File: config.mk
export PLATFORM = sky130hd
export DESIGN_NAME = m31_poseidon2_sponge_ctrl_flat
export DESIGN_NICKNAME = d
export VERILOG_FILES = /design/src/rtl/m31_poseidon2_sponge_ctrl_if.sv /design/src/rtl/m31_poseidon2_sponge_ctrl.sv /design/src/flat_wrapper.sv
export SDC_FILE = /design/constraint.sdc
export NUM_CORES = 2
export LEC_CHECK = 0
export BUFFER_PORTS_ARGS = -buffer_cell sky130_fd_sc_hd__buf_2
export CAP_MARGIN = 10
export CORE_AREA = 4 4 501 503
export CTS_CLUSTER_DIAMETER = 50
export DETAILED_ROUTE_END_ITERATION = 10
export DIE_AREA = 0 0 505 507
export GPL_TIMING_DRIVEN = 0
export PLACE_DENSITY_LB_ADDON = 0.15
export RECOVER_POWER = 50
export REMOVE_ABC_BUFFERS = 1
export SETUP_SLACK_MARGIN = 0.2
export SYNTH_ARGS = -nofsm -noshare
export SYNTH_HDL_FRONTEND = slang
export SYNTH_SLANG_ARGS = --single-unit
File: constraint.sdc
create_clock -name clk -period 10.55 [get_ports clk]
set_clock_uncertainty 0.2 [all_clocks]
set_input_delay 1.055 -clock clk [delete_from_list [all_inputs] [get_ports clk]]
set_output_delay 1.055 -clock clk [all_outputs]
set_load 0.02 [all_outputs]
File: src/rtl/m31_poseidon2_sponge_ctrl_if.sv
// Host-facing word stream and digest return channel of the Poseidon2 sponge controller.
// The master side is the host; the slave side is the controller.
interface m31_poseidon2_sponge_ctrl_if #(
  parameter int DIGEST = 8
);
  logic                  in_valid;
  logic                  in_ready;
  logic [30:0]           in_data;
  logic                  in_last;
  logic                  out_valid;
  logic                  out_ready;
  logic [DIGEST*31-1:0]  out_data;

  modport master (
    output in_valid, in_data, in_last, out_ready,
    input  in_ready, out_valid, out_data
  );

  modport slave (
    input  in_valid, in_data, in_last, out_ready,
    output in_ready, out_valid, out_data
  );
endinterface

File: src/rtl/m31_poseidon2_sponge_ctrl.sv
// Sponge controller for a fixed-latency Poseidon2 core over M31: absorbs message words into
// the rate lanes, launches one permutation per block and returns the digest lanes.
module m31_poseidon2_sponge_ctrl #(
  parameter int WIDTH        = 16,
  parameter int RATE         = 8,
  parameter int DIGEST       = 8,
  parameter int PERM_LATENCY = 24
) (
  input  logic                  clk,
  input  logic                  rst_n,
  m31_poseidon2_sponge_ctrl_if.slave bus,
  output logic [WIDTH*31-1:0]   perm_state_o,
  input  logic [WIDTH*31-1:0]   perm_state_i,
  output logic                  busy
);

  localparam logic [1:0] ST_ABSORB = 2'd0;
  localparam logic [1:0] ST_PERM   = 2'd1;
  localparam logic [1:0] ST_OUTPUT = 2'd2;

  localparam int          IDX_W = (RATE > 1) ? $clog2(RATE + 1) : 1;
  localparam int          CNT_W = $clog2(PERM_LATENCY + 1) + 1;
  localparam logic [30:0] P_M31 = 31'h7FFF_FFFF;

  function automatic logic [30:0] add_mod(input logic [30:0] a, input logic [30:0] b);
    logic [31:0] s;
    logic [30:0] f;
    s = {1'b0, a} + {1'b0, b};
    f = s[30:0] + {30'd0, s[31]};
    return (f == P_M31) ? 31'd0 : f;
  endfunction

  function automatic logic [30:0] reduce_m31(input logic [30:0] w);
    return (w == P_M31) ? 31'd0 : w;
  endfunction

  logic [1:0]                r_fsm;
  logic [WIDTH-1:0][30:0]    r_lane;
  logic [WIDTH-1:0][30:0]    r_perm_o;
  logic [IDX_W-1:0]          r_idx;
  logic [CNT_W-1:0]          r_cnt;
  logic                      r_final;
  logic                      r_out_valid;
  logic [DIGEST*31-1:0]      r_out_data;

  logic [WIDTH-1:0][30:0]    w_upd;
  logic [30:0]               w_word;
  logic [30:0]               w_count;
  logic                      w_in_ready;
  logic                      w_hs;
  logic                      w_blk_done;
  logic                      w_capture;

  assign w_in_ready = rst_n && (r_fsm == ST_ABSORB);
  assign w_hs       = bus.in_valid && w_in_ready;
  assign w_blk_done = bus.in_last || (r_idx == IDX_W'(RATE - 1));
  assign w_capture  = (r_cnt == CNT_W'(PERM_LATENCY));
  assign w_word     = reduce_m31(bus.in_data);
  assign w_count    = 31'(r_idx) + 31'd1;

  // Next state if the current word is accepted; the final block also absorbs its word count
  always_comb begin
    w_upd        = r_lane;
    w_upd[r_idx] = add_mod(r_lane[r_idx], w_word);
    if (bus.in_last) begin
      w_upd[RATE] = add_mod(r_lane[RATE], w_count);
    end
  end

  always_ff @(posedge clk) begin
    if (!rst_n) begin
      r_fsm       <= ST_ABSORB;
      r_lane      <= '0;
      r_perm_o    <= '0;
      r_idx       <= '0;
      r_cnt       <= '0;
      r_final     <= 1'b0;
      r_out_valid <= 1'b0;
      r_out_data  <= '0;
    end else begin
      case (r_fsm)
        ST_ABSORB: begin
          if (w_hs) begin
            r_lane <= w_upd;
            if (w_blk_done) begin
              r_perm_o <= w_upd;
              r_cnt    <= CNT_W'(1);
              r_final  <= bus.in_last;
              r_fsm    <= ST_PERM;
            end else begin
              r_idx <= r_idx + IDX_W'(1);
            end
          end
        end
        ST_PERM: begin
          r_cnt <= r_cnt + CNT_W'(1);
          // Only the core output on the capture edge belongs to this launch
          if (w_capture) begin
            r_lane <= perm_state_i;
            r_idx  <= '0;
            if (r_final) begin
              r_out_data  <= perm_state_i[DIGEST*31-1:0];
              r_out_valid <= 1'b1;
              r_fsm       <= ST_OUTPUT;
            end else begin
              r_fsm <= ST_ABSORB;
            end
          end
        end
        ST_OUTPUT: begin
          if (bus.out_ready) begin
            r_out_valid <= 1'b0;
            r_lane      <= '0;
            r_final     <= 1'b0;
            r_fsm       <= ST_ABSORB;
          end
        end
        default: r_fsm <= ST_ABSORB;
      endcase
    end
  end

  assign bus.in_ready  = w_in_ready;
  assign bus.out_valid = r_out_valid;
  assign bus.out_data  = r_out_data;
  assign perm_state_o  = r_perm_o;
  assign busy          = (r_fsm == ST_PERM) || (r_fsm == ST_OUTPUT);

endmodule
File: src/flat_wrapper.sv
// flat-port wrapper written by rule: the top's interface ports become plain ports
module m31_poseidon2_sponge_ctrl_flat 
#(
  parameter int WIDTH        = 16,
  parameter int RATE         = 8,
  parameter int DIGEST       = 8,
  parameter int PERM_LATENCY = 24
)
  (clk, rst_n, perm_state_o, perm_state_i, busy, bus_in_valid, bus_in_data, bus_in_last, bus_out_ready, bus_in_ready, bus_out_valid, bus_out_data);
  m31_poseidon2_sponge_ctrl_if #(.DIGEST(DIGEST)) bus_i ();
  input  logic clk;
  input  logic rst_n;
  output logic [WIDTH*31-1:0] perm_state_o;
  input  logic [WIDTH*31-1:0] perm_state_i;
  output logic busy;
  input wire logic [$bits(bus_i.in_valid)-1:0] bus_in_valid;
  input wire logic [$bits(bus_i.in_data)-1:0] bus_in_data;
  input wire logic [$bits(bus_i.in_last)-1:0] bus_in_last;
  input wire logic [$bits(bus_i.out_ready)-1:0] bus_out_ready;
  output wire logic [$bits(bus_i.in_ready)-1:0] bus_in_ready;
  output wire logic [$bits(bus_i.out_valid)-1:0] bus_out_valid;
  output wire logic [$bits(bus_i.out_data)-1:0] bus_out_data;
  assign bus_i.in_valid = bus_in_valid;
  assign bus_i.in_data = bus_in_data;
  assign bus_i.in_last = bus_in_last;
  assign bus_i.out_ready = bus_out_ready;
  assign bus_in_ready = bus_i.in_ready;
  assign bus_out_valid = bus_i.out_valid;
  assign bus_out_data = bus_i.out_data;
  m31_poseidon2_sponge_ctrl #(.WIDTH(WIDTH), .RATE(RATE), .DIGEST(DIGEST), .PERM_LATENCY(PERM_LATENCY)) u_core (.clk(clk), .rst_n(rst_n), .bus(bus_i), .perm_state_o(perm_state_o), .perm_state_i(perm_state_i), .busy(busy));
endmodule
[Word level (Yosys, flattened, before mapping)]
Cells that the tools add are included.
Storage, ports and cells
  register bits: 1254
  bits of input ports: 532
  output and inout port bits: 747
  logic and storage cells: 111
Operators by class
  add/sub/neg operators: 7
  magnitude comparators: 2
  equal/unequal tests: 13
  mux-type cells: 33
  reductions and logical operators: 18
Operator list (count)
  $mux 496: 3
  $pmux 496 s3: 1
  $bwmux 496: 1
  $mux 31: 6
  $bmux 31 s4: 1
  $demux 31 s4: 1
  $eq 31x31->1 const B: 3
  $add 31x31->32: 2
  $add 31x1->31: 2
  $reduce_and 4->1: 5
  $mux 4: 3
  $mux 6: 2
  $pmux 6 s2: 1
  $mux 2: 5
  $reduce_and 3->1: 3
  $ne 2x1->1 const B: 4
  $pmux 4 s2: 1
  $add 6x1->6 const B: 1
  $eq 6x5->1 const B: 1
  $pmux 2 s3: 1
  $reduce_bool 2->1: 3
  $add 4x1->5 const B: 1
  $lt 4x5->1 const B: 1
  $mux 1: 5
  11 further kinds: 16

[Longest topological paths before layout]
  depth in word-level cells: 10
  gate-level depth with buffers: 35

[Worst setup path after synthesis]
OpenSTA, ideal clock, no wires.
  path type: flip-flop to flip-flop
  from: register u_core.r_idx[0]
  to: register u_core.r_lane[403] (netlist bit)
  setup time: 128 ps
  arrival time: 8195 ps
  data required time: 10222 ps
  path slack: 2027 ps
  cell stages (with the launch flop): 34
  path buffers: 7
  path through: dfxtp_1 clkbuf_1 clkbuf_1 buf_1 mux4_2 mux4_2 ha_1 clkbuf_1 nand3_1 nor3_1 o211ai_1 a41oi_1 a21o_1 a21o_1 a21o_1 a21o_1 ha_1 ha_1 nand2b_1 nor4_1 o211ai_1 nor3_1 nand4_1 or2_2 clkbuf_1 xnor2_1 a2111oi_0 nand4_1 a2111o_1 buf_2 and2_1 buf_2 a222oi_1 nor2_1
On the way
  cells in the longest elaborated chain, start to end: 9
  elaborated cells on any way between the ends: 14
  those cells by class: add/sub (2); order compare (2); eq/ne (1); mux (8); reduce/logical (1)
Ends and longest elaborated chain
  start: declaration: RTL line m31_poseidon2_sponge_ctrl.sv:40  | logic [IDX_W-1:0] r_idx;
  start signal: assignment: RTL line m31_poseidon2_sponge_ctrl.sv:91  | r_idx <= r_idx + IDX_W'(1);
  $bmux 31 s4: RTL line m31_poseidon2_sponge_ctrl.sv:64  | w_upd[r_idx] = add_mod(r_lane[r_idx], w_word);
  $mux 31 (implied by the code): RTL line m31_poseidon2_sponge_ctrl.sv:64
  $add 31x31->32: RTL line m31_poseidon2_sponge_ctrl.sv:28  | s = {1'b0, a} + {1'b0, b};
  $add 31x1->31: RTL line m31_poseidon2_sponge_ctrl.sv:29  | f = s[30:0] + {30'd0, s[31]};
  $eq 31x31->1: RTL line m31_poseidon2_sponge_ctrl.sv:30  | return (f == P_M31) ? 31'd0 : f;
  $mux 31: RTL line m31_poseidon2_sponge_ctrl.sv:30
  $bwmux 496 *: RTL line m31_poseidon2_sponge_ctrl.sv:64
  $mux 496 *: RTL line m31_poseidon2_sponge_ctrl.sv:83  | if (w_hs) begin
  $pmux 496 s3 *: RTL line m31_poseidon2_sponge_ctrl.sv:81  | case (r_fsm)
  end signal: assignment: RTL line m31_poseidon2_sponge_ctrl.sv:84  | r_lane <= w_upd;
  end signal: assignment: RTL line m31_poseidon2_sponge_ctrl.sv:99  | r_lane <= perm_state_i;
  end: declaration: RTL line m31_poseidon2_sponge_ctrl.sv:38  | logic [WIDTH-1:0][30:0] r_lane;
Mark *: on every way between the ends. The rest lies on a longest branch, timed or not. The select of a mux whose other input is x is not followed.
A chain may end at the register's enable or synchronous reset.

[Final worst setup path]
  from: register u_core.r_idx[0]
  to: register u_core.r_perm_o, in the netlist u_core.perm_state_o[301]
On the way
  cells in the longest elaborated chain, start to end: 7
  elaborated cells on any way between the ends: 15
  those cells by class: add/sub (2); order compare (2); eq/ne (2); mux (6); reduce/logical (3)
Ends and longest elaborated chain
  $bmux 31 s4: RTL line m31_poseidon2_sponge_ctrl.sv:64
  $mux 31 (implied by the code): RTL line m31_poseidon2_sponge_ctrl.sv:64
  $add 31x31->32: RTL line m31_poseidon2_sponge_ctrl.sv:28
  $add 31x1->31: RTL line m31_poseidon2_sponge_ctrl.sv:29
  $eq 31x31->1: RTL line m31_poseidon2_sponge_ctrl.sv:30
  $mux 31: RTL line m31_poseidon2_sponge_ctrl.sv:30
  $bwmux 496: RTL line m31_poseidon2_sponge_ctrl.sv:64
  end signal: assignment: RTL line m31_poseidon2_sponge_ctrl.sv:86  | r_perm_o <= w_upd;
  end: declaration: RTL line m31_poseidon2_sponge_ctrl.sv:39  | logic [WIDTH-1:0][30:0] r_perm_o;
Parallel ways exist; a longest one is shown, timed or not. The select of a mux whose other input is x is not followed.

==> run metrics <==
outcome=complete, but fails checks; failing checks=capacitance limit, slew limit; DIE HEIGHT=507 µm; CP Launch Type=flop; largest net degree at the start of global routing=149; antenna violations before repair=144; multi-input logic area=32570 µm²; Worst Path Max Fanout=43; CTS root buffer=clkbuf_16; placed cell count=11070; Hold Path Class=input port to flop; WP data required=11.08 ns; Arr. time, crit path=10.47 ns; count of cell types in the netlist=95; most numerous cell in the Yosys netlist=dfxtp_1; Post-Route WL=382.1 mm; Synth Cell Area=60160 µm²; Slowest-stage cell, CP=mux4_2; total power=14300 µW; biggest cell delay along the critical path=0.68 ns; Design Area, Final=78400 µm²; vias in the first global route=63133; pre-CTS setup slack=-2.709 ns; max cap viols=5; # rows=182; Synth-to-Final Area Change=30.33%; Util after Layout=31.88%; Port Buffers=1278; Critical Path End Type=flop; Yosys top cell area share=41.73%; Post-synth top cells=1254 x dfxtp_1, 1108 x nand2_1, 906 x o21ai_0; synthesized instance count=7195; Power per Cell Area=182.4 nW/µm²; Post-synth EDFFs=0; Final HPWL DP=283.4 mm; global-route wire length before repair=519.4 mm; sequential element share of the synthesized area=41.73%; non-filler cells, final=11508; setup ws final=0.6123 ns; Initial DRC Count=6233; All-Layer GR Usage=28.22%; 1st-pass router iterations=6; final setup violating endpoints=0; total gr overflow=0; total area of sequential cells=25120 µm²; Core Box Area=245900 µm²; min Tclk post-route=9.938 ns; CTS tree=yes; relative slew slack=-236.7%; wire per inst=33.20 µm; Final ANT Viol Nets=0; post-synth top area cell=dfxtp_1; Sink Count=1254; cts-stage hold buffer count=0; DRC violation count after routing=0; Final Hold Viols=0; period utilization=94.20%; asr flop ratio synth=0%; Die Area=256000 µm²; Worst-Skew Late Latency=0.86 ns; Nets=8642; num ports=1279; Die X-Extent=505 µm; Area contributors post-synth=dfxtp_1 42%, o21ai_0 7.5%, nand2_1 6.9%; Via density=5.680; # fillers=26346; H-Tree Depth=4; clock buffer depth=3; #FFs+latches synth=1254; ys flop type=dfxtp_1; clock transition at the registers of the reported paths=0.06 ns; Lkg Pwr=0.02685 µW; critical path class=flop to flop; worst vdd ir=0.1668 mV; YS warnings=0; Cell Area, Placed=72060 µm²; cts bufs inserted=190; RSZ-0062 raised after global routing=no; share of layout cells above drive strength 1=17.32%; GPL Wtd Cong=0.8639; most frequent CP cell=a21o_1; syn avg cell area=8.361 µm²; Via Count=65366; FMAX=0.1006 GHz; Least-Margin Pin Slew=5.051 ns; Initial Util=24.46%; final slew viol count=366
[power breakdown]
part           internal [µW]  total (µW)  switching (µW)
clock                   4160        6780            2630
sequential              4890        5010             122
combinational            728        2500            1770
[path summary, 6_finish.rpt]
path	start	end	slack (ns)	depth (start not counted)
worst min-delay path	perm_state_i[179]	u_core.bus.out_data[179]$_SDFFE_PN0P_	0.25	3
worst max register to register	u_core.r_idx[0]$_SDFFE_PN0P_	u_core.perm_state_o[301]$_SDFFE_PN0P_	0.61	30
worst max-delay path	u_core.r_idx[0]$_SDFFE_PN0P_	u_core.perm_state_o[301]$_SDFFE_PN0P_	0.61	30
worst min register to register	u_core.bus.out_data[41]$_SDFFE_PN0P_	u_core.bus.out_data[41]$_SDFFE_PN0P_	0.25	2
[placed cells by master, fill, tap and decap left out, types with 26 or more instances in the layout]
master	count
dfxtp_1	1250
nand2_1	1093
o21ai_0	905
clkbuf_1	771
buf_2	532
a21oi_1	505
nor2_1	469
a32oi_1	370
a221oi_1	332
clkbuf_16	192
nand3_1	158
mux4_2	154
buf_12	101
o21ai_1	77
diode_2	71
a31oi_1	67
o211ai_1	60
and2_1	59
a22oi_1	55
buf_16	45
mux2i_1	41
xnor2_1	41
ha_1	41
buf_8	39
nor3_1	37
a311oi_1	37
nand4_1	35
and3_1	33
inv_1	31
clkbuf_8	30
a21o_1	27
a222oi_1	26
clkinv_2	26
[through the flow]
stage / setup TNS (ns) / hold slack, ns
after floorplan: - / 0.2393
after global placement: - / 0.2386
after detailed placement: -1567.47 / 0.2430
after CTS: 0 / 0.1623
after global routing: 0 / 0.2089
final: 0 / 0.2477
[layout make-up]
type | instances | share of cell area [%]
clock buffers | 243 | 6.728
clock inverters | 108 | 1.870
repair buffers | 1494 | 12.27
flip-flops and latches | 1254 | 32.04
inverters | 35 | 0.1819
well taps | 3220 | 5.139
diodes | 71 | 0.2266
multi-input cells | 5083 | 41.54
[cell families after synthesis]
logic type               synth area share, %
AO/OA/AOI/OAI                          28.79
adder cells (fa/ha/maj)                1.107
flip-flops                             41.73
XOR/XNOR                               1.281
multiplexers                           6.483
buffers and inverters                  5.499
AND/OR/NAND/NOR                        15.11
[layer usage]
metal  part of all wire, %  routed length [µm]  vias to the layer above  global-route usage [%]
met1                    41              156600                    32764                   35.62
met2                    45              173300                     3186                   44.75
met4                   4.2               16170                       90                   11.62
li1                      -                   -                    28634                       -
met3                   9.3               35480                      692                   8.614
met5                  0.14                 552                        -                       0
[critical path: cells and delay by family (launching register included)]
kind,cells,cell delay [ns]
adders and majority gates,2,0.61
and+or+nand+nor,9,3.05
buffers and inverters,6,1.39
muxes,2,1.20
DFF,1,0.37
AOI/OAI and AO/OA,11,2.78
[registers in the layout, summed over array words and instances (netlist names)]
signal                flops
u_core.bus.out_data     248
u_core.bus.out_valid      1
u_core.perm_state_o     496
u_core.r_cnt              6
u_core.r_final            1
u_core.r_fsm              2
u_core.r_idx              4
u_core.r_lane           496
[timing repair]
item                                    4_1_cts  5_1_grt
buffers inserted                              7        6
hold endpoints to repair                      0        0
resized for setup                            28       19
endpoints found under the setup margin      976      520
cloned                                        1        1
pin swaps                                     5        2
No activity file was read; power rests on OpenSTA's default activity.
